===== config.mk =====
export PLATFORM = sky130hd
export DESIGN_NAME = hdmi_link_ctrl
export DESIGN_NICKNAME = d
export VERILOG_FILES = /design/src/rtl/hdmi_ctrl_pkg.sv /design/src/rtl/hdmi_link_ctrl_sync_debounce.sv /design/src/rtl/hdmi_link_ctrl.sv
export SDC_FILE = /design/constraint.sdc
export NUM_CORES = 1
export LEC_CHECK = 0
export ABC_AREA = 0
export CAP_MARGIN = 20
export CORE_UTILIZATION = 45
export CTS_CLUSTER_SIZE = 30
export DETAILED_ROUTE_END_ITERATION = 12
export PLACE_DENSITY_LB_ADDON = 0.15
export SYNTH_ARGS = -nofsm -noshare
export SYNTH_HDL_FRONTEND = slang
export SYNTH_SLANG_ARGS = --single-unit

===== constraint.sdc =====
create_clock -name clk_200mhz -period 2.09 [get_ports clk_200mhz]
set_clock_uncertainty 0.05 [all_clocks]
set_input_delay 0.209 -clock clk_200mhz [delete_from_list [all_inputs] [get_ports clk_200mhz]]
set_output_delay 0.209 -clock clk_200mhz [all_outputs]
set_load 0.005 [all_outputs]

===== src/rtl/hdmi_ctrl_pkg.sv =====
// Shared types and default timing for the HDMI link bring-up sequencer.
// Timing defaults assume the 200 MHz reference clock.
package hdmi_ctrl_pkg;

  typedef enum logic [1:0] {
    ST_RST_MMCM  = 2'd0,
    ST_WAIT_LOCK = 2'd1,
    ST_WAIT_HPD  = 2'd2,
    ST_RUN       = 2'd3
  } link_state_e;

  localparam int DEF_MMCM_RST_CYCLES = 64;
  localparam int DEF_LOCK_WAIT       = 200000;
  localparam int DEF_LOCK_TIMEOUT    = 20000000;
  localparam int DEF_HPD_DEBOUNCE    = 2000000;
  localparam int DEF_BTN_DEBOUNCE    = 4000000;
  localparam int DEF_N_PATTERNS      = 4;

  function automatic int sel_w(input int n);
    return (n > 2) ? $clog2(n) : 1;
  endfunction

endpackage


===== src/rtl/hdmi_link_ctrl_sync_debounce.sv =====
// Two-flop synchroniser followed by a stability counter; level toggles only
// after the synced input has disagreed with it for STABLE_CYCLES cycles.
module sync_debounce #(
  parameter int STABLE_CYCLES = 16
) (
  input  logic clk,
  input  logic rst,
  input  logic din,
  output logic level,
  output logic rise
);

  localparam int CW = $clog2(STABLE_CYCLES + 1);
  localparam logic [CW-1:0] CNT_LAST = CW'(STABLE_CYCLES - 1);

  logic [1:0]    sync_q, sync_d;
  logic [CW-1:0] cnt_q, cnt_d;
  logic          level_q, level_d;
  logic          rise_q, rise_d;

  always_comb begin
    sync_d  = {sync_q[0], din};
    cnt_d   = '0;
    level_d = level_q;
    if (sync_q[1] != level_q) begin
      if (cnt_q == CNT_LAST) level_d = ~level_q;
      else                   cnt_d   = cnt_q + 1'b1;
    end
    rise_d = level_d & ~level_q;
  end

  always_ff @(posedge clk) begin
    if (rst) begin
      sync_q  <= '0;
      cnt_q   <= '0;
      level_q <= 1'b0;
      rise_q  <= 1'b0;
    end else begin
      sync_q  <= sync_d;
      cnt_q   <= cnt_d;
      level_q <= level_d;
      rise_q  <= rise_d;
    end
  end

  assign level = level_q;
  assign rise  = rise_q;

endmodule


===== src/rtl/hdmi_link_ctrl.sv =====
// HDMI TX bring-up/recovery sequencer: pulses the pixel MMCM reset, qualifies
// lock and hot-plug, gates the encoder and TMDS outputs, steps the test pattern.
module hdmi_link_ctrl
  import hdmi_ctrl_pkg::*;
#(
  parameter int MMCM_RST_CYCLES = DEF_MMCM_RST_CYCLES,
  parameter int LOCK_WAIT       = DEF_LOCK_WAIT,
  parameter int LOCK_TIMEOUT    = DEF_LOCK_TIMEOUT,
  parameter int HPD_DEBOUNCE    = DEF_HPD_DEBOUNCE,
  parameter int BTN_DEBOUNCE    = DEF_BTN_DEBOUNCE,
  parameter int N_PATTERNS      = DEF_N_PATTERNS
) (
  input  logic                           clk_200mhz,
  input  logic                           rst,
  input  logic                           mmcm_locked,
  input  logic                           hdmi_hdp,
  input  logic                           btn,
  output logic                           mmcm_rst,
  output logic                           hdmi_rst,
  output logic                           tx_en,
  output logic [sel_w(N_PATTERNS)-1:0]   pattern_sel,
  output logic [1:0]                     state,
  output logic [3:0]                     retry_cnt
);

  localparam int PW  = sel_w(N_PATTERNS);
  localparam int RCW = $clog2(MMCM_RST_CYCLES + 1);
  localparam int LCW = $clog2(LOCK_WAIT + 1);
  localparam int TCW = $clog2(LOCK_TIMEOUT + 1);

  localparam logic [RCW-1:0] RST_LAST  = RCW'(MMCM_RST_CYCLES - 1);
  localparam logic [LCW-1:0] LOCK_LAST = LCW'(LOCK_WAIT - 1);
  localparam logic [TCW-1:0] TMO_LAST  = TCW'(LOCK_TIMEOUT - 1);
  localparam logic [PW-1:0]  PAT_LAST  = PW'(N_PATTERNS - 1);

  link_state_e    state_q, state_d;
  logic [RCW-1:0] rst_cnt_q, rst_cnt_d;
  logic [LCW-1:0] lock_cnt_q, lock_cnt_d;
  logic [TCW-1:0] tmo_cnt_q, tmo_cnt_d;
  logic [3:0]     retry_q, retry_d;
  logic [PW-1:0]  pat_q, pat_d;
  logic [1:0]     lock_sync_q, lock_sync_d;

  logic lock_s;
  logic hpd_level, hpd_rise;
  logic btn_level, btn_rise;
  logic unused_dbg;

  sync_debounce #(.STABLE_CYCLES(HPD_DEBOUNCE)) u_hpd_db (
    .clk(clk_200mhz), .rst(rst), .din(hdmi_hdp), .level(hpd_level), .rise(hpd_rise)
  );

  sync_debounce #(.STABLE_CYCLES(BTN_DEBOUNCE)) u_btn_db (
    .clk(clk_200mhz), .rst(rst), .din(btn), .level(btn_level), .rise(btn_rise)
  );

  assign unused_dbg = hpd_rise ^ btn_level;

  // Lock loss must react immediately, so lock is synchronised but not debounced.
  assign lock_s = lock_sync_q[1];

  always_comb begin
    lock_sync_d = {lock_sync_q[0], mmcm_locked};
    state_d     = state_q;
    rst_cnt_d   = rst_cnt_q;
    lock_cnt_d  = lock_cnt_q;
    tmo_cnt_d   = tmo_cnt_q;
    retry_d     = retry_q;
    pat_d       = pat_q;

    unique case (state_q)
      ST_RST_MMCM: begin
        lock_cnt_d = '0;
        tmo_cnt_d  = '0;
        if (rst_cnt_q == RST_LAST) begin
          rst_cnt_d = '0;
          state_d   = ST_WAIT_LOCK;
        end else begin
          rst_cnt_d = rst_cnt_q + 1'b1;
        end
      end
      ST_WAIT_LOCK: begin
        tmo_cnt_d  = tmo_cnt_q + 1'b1;
        lock_cnt_d = lock_s ? lock_cnt_q + 1'b1 : '0;
        // A completed lock qualification beats a simultaneous timeout.
        if (lock_s && lock_cnt_q == LOCK_LAST) begin
          state_d = ST_WAIT_HPD;
        end else if (tmo_cnt_q == TMO_LAST) begin
          state_d   = ST_RST_MMCM;
          rst_cnt_d = '0;
          if (retry_q != 4'hF) retry_d = retry_q + 1'b1;
        end
      end
      ST_WAIT_HPD: begin
        if (!lock_s) begin
          state_d   = ST_RST_MMCM;
          rst_cnt_d = '0;
        end else if (hpd_level) begin
          state_d = ST_RUN;
        end
      end
      ST_RUN: begin
        if (!lock_s) begin
          state_d   = ST_RST_MMCM;
          rst_cnt_d = '0;
        end else if (!hpd_level) begin
          state_d = ST_WAIT_HPD;
        end
      end
    endcase

    if (btn_rise) pat_d = (pat_q == PAT_LAST) ? '0 : pat_q + 1'b1;
  end

  always_ff @(posedge clk_200mhz) begin
    if (rst) begin
      state_q     <= ST_RST_MMCM;
      rst_cnt_q   <= '0;
      lock_cnt_q  <= '0;
      tmo_cnt_q   <= '0;
      retry_q     <= '0;
      pat_q       <= '0;
      lock_sync_q <= '0;
    end else begin
      state_q     <= state_d;
      rst_cnt_q   <= rst_cnt_d;
      lock_cnt_q  <= lock_cnt_d;
      tmo_cnt_q   <= tmo_cnt_d;
      retry_q     <= retry_d;
      pat_q       <= pat_d;
      lock_sync_q <= lock_sync_d;
    end
  end

  always_comb begin
    mmcm_rst = 1'b0;
    hdmi_rst = 1'b1;
    tx_en    = 1'b0;
    unique case (state_q)
      ST_RST_MMCM:              mmcm_rst = 1'b1;
      ST_WAIT_LOCK, ST_WAIT_HPD: hdmi_rst = 1'b1;
      ST_RUN: begin
        hdmi_rst = 1'b0;
        tx_en    = 1'b1;
      end
    endcase
  end

  assign state       = state_q;
  assign retry_cnt   = retry_q;
  assign pattern_sel = pat_q;

endmodule


==> flow_summary_export.csv <==
group,metric,value,unit
yosys,async_reset_ff_frac,0,
layout,syn_to_final_growth,13.6,%
layout,antenna_cells,0,
setup_path,path_depth,4,
yosys,yosys.area.top_type_share,0.436,
timing,worst_slew_pin_slew,0.506,ns
yosys,ys_seq_area_frac,0.436,
floorplan,die_x,108,um
timing,max_freq,508,MHz
floorplan,rows,38,
clock_network,clockBufferDepth,2,
clock_network,cts_setup_buffers,0,
timing,maxSlewViolCount,0,
status,outcome,"finished clean",
setup_path,cp_data_required_time,1.83,ns
drt,ant_nets,0,
drt,finalWirelength,10.2,mm
drt,drt-met1-wl,4.98,mm
timing,slew_headroom,0.660,
floorplan,core,10900,um^2
global_routing,grt_max_degree,25,
timing,min_period_over_period,0.942,
drt,vias,4204,
layout,instances_no_fill,774,
yosys,yosysMostFrequentCell,"dfxtp_1",
clock_network,cts_tree,"yes",
drt,wl_per_cell,13.2,um
timing,setup_tns,0,ns
drt,drc,0,
yosys,syn_nets,608,
place,gp_congestion,0.849,
layout,nets,641,
clock_network,clk_pin_slew_worst_paths,0.11,ns
setup_path,crit_family,"buffers and inverters",
setup_path,reg2reg_depth,5,
hold_path,holdPathStages,2,
drt,via_per_inst,5.43,
setup_path,worstPathMaxFanout,12,
pwr,p_leak,0.00185,uW
timing,final-setup-viol-count,0,
global_routing,antenna_found_initial,0,
drt,wl_met2,4.76,mm
setup_path,crit_slowest_cell,"clkdlybuf4s50_1",
layout,fillerInstances,1049,
clock_network,clock-sinks,110,
setup_path,crit_path_end_kind,"primary output",
floorplan,initial_core_util,0.464,
yosys,yosysTopAreaCell,"dfxtp_1",
yosys,netlist_instances,596,
setup_path,startpoint_type,"flop",
yosys,yosysWarnings,0,
place,hpwlAfterDp,7.36,mm
global_routing,first_global_vias,4055,
drt,drt_first_pass_iters,4,
yosys,avgSynthCellArea,8.48,um^2
yosys,ys_types,46,
pwr,cellPowerDensity,598,nW/um^2
setup_path,criticalPathCategory,"flop to primary output",
pwr,power,3430,uW
place,dp_cells,758,
global_routing,grt_pass1_wl,18.0,mm
setup_path,arrival,1.71,ns
floorplan,dieArea,11700,um^2
layout,seq_area,2210,um^2
job,cap_violations,0,
yosys,ys.flop_type,"dfxtp_1",
drt,dr_wl_met3,345,um
yosys,ys_top_cells_by_count,"dfxtp_1, nor2_1, nand3_1, xor2_1, nand2_1",
yosys,synth_area,5050,um^2
hold_path,hp-class,"input port to flop",
setup_path,critPathMaxStageDelay,0.49,ns
clock_network,clock_latency,0.40,ns
drt,highest_layer,"met4",
yosys,synth_edf_count,0,
drt,drtIter0Drc,132,
timing,post-route-min-period,1.97,ns
place,portBuffers,15,
floorplan,ios,16,
global_routing,grt.total_usage,0.193,
clock_network,htreeDepth,3,
global_routing,grt.overflow.total,0,
timing,rsz0062_at_grt,"no",
pwr,ir_drop,0.438,mV
floorplan,die_y,108,um
clock_network,cts-buffers-inserted,9,
setup_path,critPathBufInv,3,
setup_path,crit_chain,"buf_4 > nand2_1 > inv_1 > clkdlybuf4s50_1",
layout,layout-drive-gt1-share,0.104,
yosys,synth.top_cells.by_area,"dfxtp_1, nor2_1, xor2_1, xnor2_1, nand3_1",
timing,hold_viol_final,0,
yosys,ys_ff_latch,110,
clock_network,root_buffer,"clkbuf_8",
layout,multi_input_area,2710,um^2
placed cells by master, fill, tap and decap left out, types with 3 or more instances in the layout:
| cell | count |
|---|---|
| a311oi_1 | 4 |
| nand4_1 | 23 |
| o31ai_1 | 4 |
| mux2i_1 | 3 |
| and2_1 | 4 |
| and4_1 | 6 |
| nand2_1 | 34 |
| and3_1 | 13 |
| buf_4 | 28 |
| nand2b_1 | 4 |
| ha_1 | 5 |
| clkbuf_8 | 9 |
| a31oi_1 | 5 |
| nor2b_1 | 9 |
| dfxtp_1 | 106 |
| xnor2_1 | 27 |
| or3_1 | 8 |
| dfxtp_2 | 4 |
| o21ai_0 | 18 |
| nand4b_1 | 8 |
| clkdlybuf4s50_1 | 15 |
| o32ai_1 | 3 |
| nand3_1 | 39 |
| nor3_1 | 18 |
| nor2_1 | 93 |
| a21oi_1 | 29 |
| nor4b_1 | 4 |
| or2_2 | 5 |
| a211oi_1 | 3 |
| nor4_1 | 13 |
| inv_1 | 19 |
| xor2_1 | 37 |
what timing repair did:
action                                  CTS  global route
endpoints found under the setup margin    2            11
pin swaps                                 0             3
resized for setup                         2             9
hold buffers                              0             0
kinds of logic (layout without fill, tap and decap cells):
family,Yosys count,in the layout,share of synthesized area
and+or+nand+nor,294,294,0.302
DFF,110,110,0.436
AOI/OAI and AO/OA,77,77,0.0963
xor gates and xnor gates,64,64,0.111
buffers and inverters,41,79,0.0315
adders and majority gates,7,7,0.0173
muxes,3,3,0.00594
power by group:
part           switching [uW]  internal (uW)  total [uW]  leakage [uW]
clock network             797            462        1260     0.0000911
registers                9.46           2110        2120      0.000890
logic                    32.2           27.9        60.2      0.000872
total                     838           2600        3430       0.00185
metal layers:
layer  global-route usage  up-vias
li1                     -     2156
met1                0.237     1985
met2                0.318       49
met3               0.0561       14
met4               0.0744        0
met5                    0        -
worst register-to-register path, delay by kind of cell, from the launching register on:
kind | cells | cell delay (ns)
and+or+nand+nor | 2 | 0.69
DFF | 1 | 0.41
AOI/OAI and AO/OA | 3 | 0.69
registers in the layout, indices dropped and copies added, names as in the netlist, 2 cells and up:
signal,flops
tmo_cnt_q,25
u_btn_db.cnt_q,22
u_hpd_db.cnt_q,21
lock_cnt_q,18
rst_cnt_q,7
retry_cnt,4
lock_sync_q,2
pattern_sel,2
state,2
u_btn_db.sync_q,2
u_hpd_db.sync_q,2
per-stage QoR:
| step | worst slack (ns) | hold WS (ns) | util | area (um^2) |
|---|---|---|---|---|
| floorplan | 0.227 | 0.287 | - | 5050 |
| global route | 0.0123 | 0.281 | 0.527 | 5740 |
| CTS | 0.0536 | 0.274 | 0.525 | 5720 |
| finish | 0.122 | 0.302 | 0.527 | 5740 |
| global placement | 0.170 | 0.371 | 0.507 | 5520 |
| detailed placement | 0.0798 | 0.378 | 0.507 | 5520 |
area by class of cell:
class                           count  share of cell area
Clock buffer                        9              0.0216
Clock inverter                      7              0.0120
Inverter                           19              0.0124
Multi-Input combinational cell    445               0.473
Sequential cell                   110               0.384
Tap cell                          140              0.0305
Timing Repair Buffer               44              0.0663
worst paths after layout:
check,startpoint,endpoint,slack [ns]
worst max register to register,lock_cnt_q[4],rst_cnt_q[3],0.16
worst min-delay path,mmcm_locked,lock_sync_q[0],0.30
worst max-delay path,state[1],tx_en,0.12
worst min register to register,u_hpd_db.sync_q[0],u_hpd_db.sync_q[1],0.40
Power figures use the tool's default switching activity.
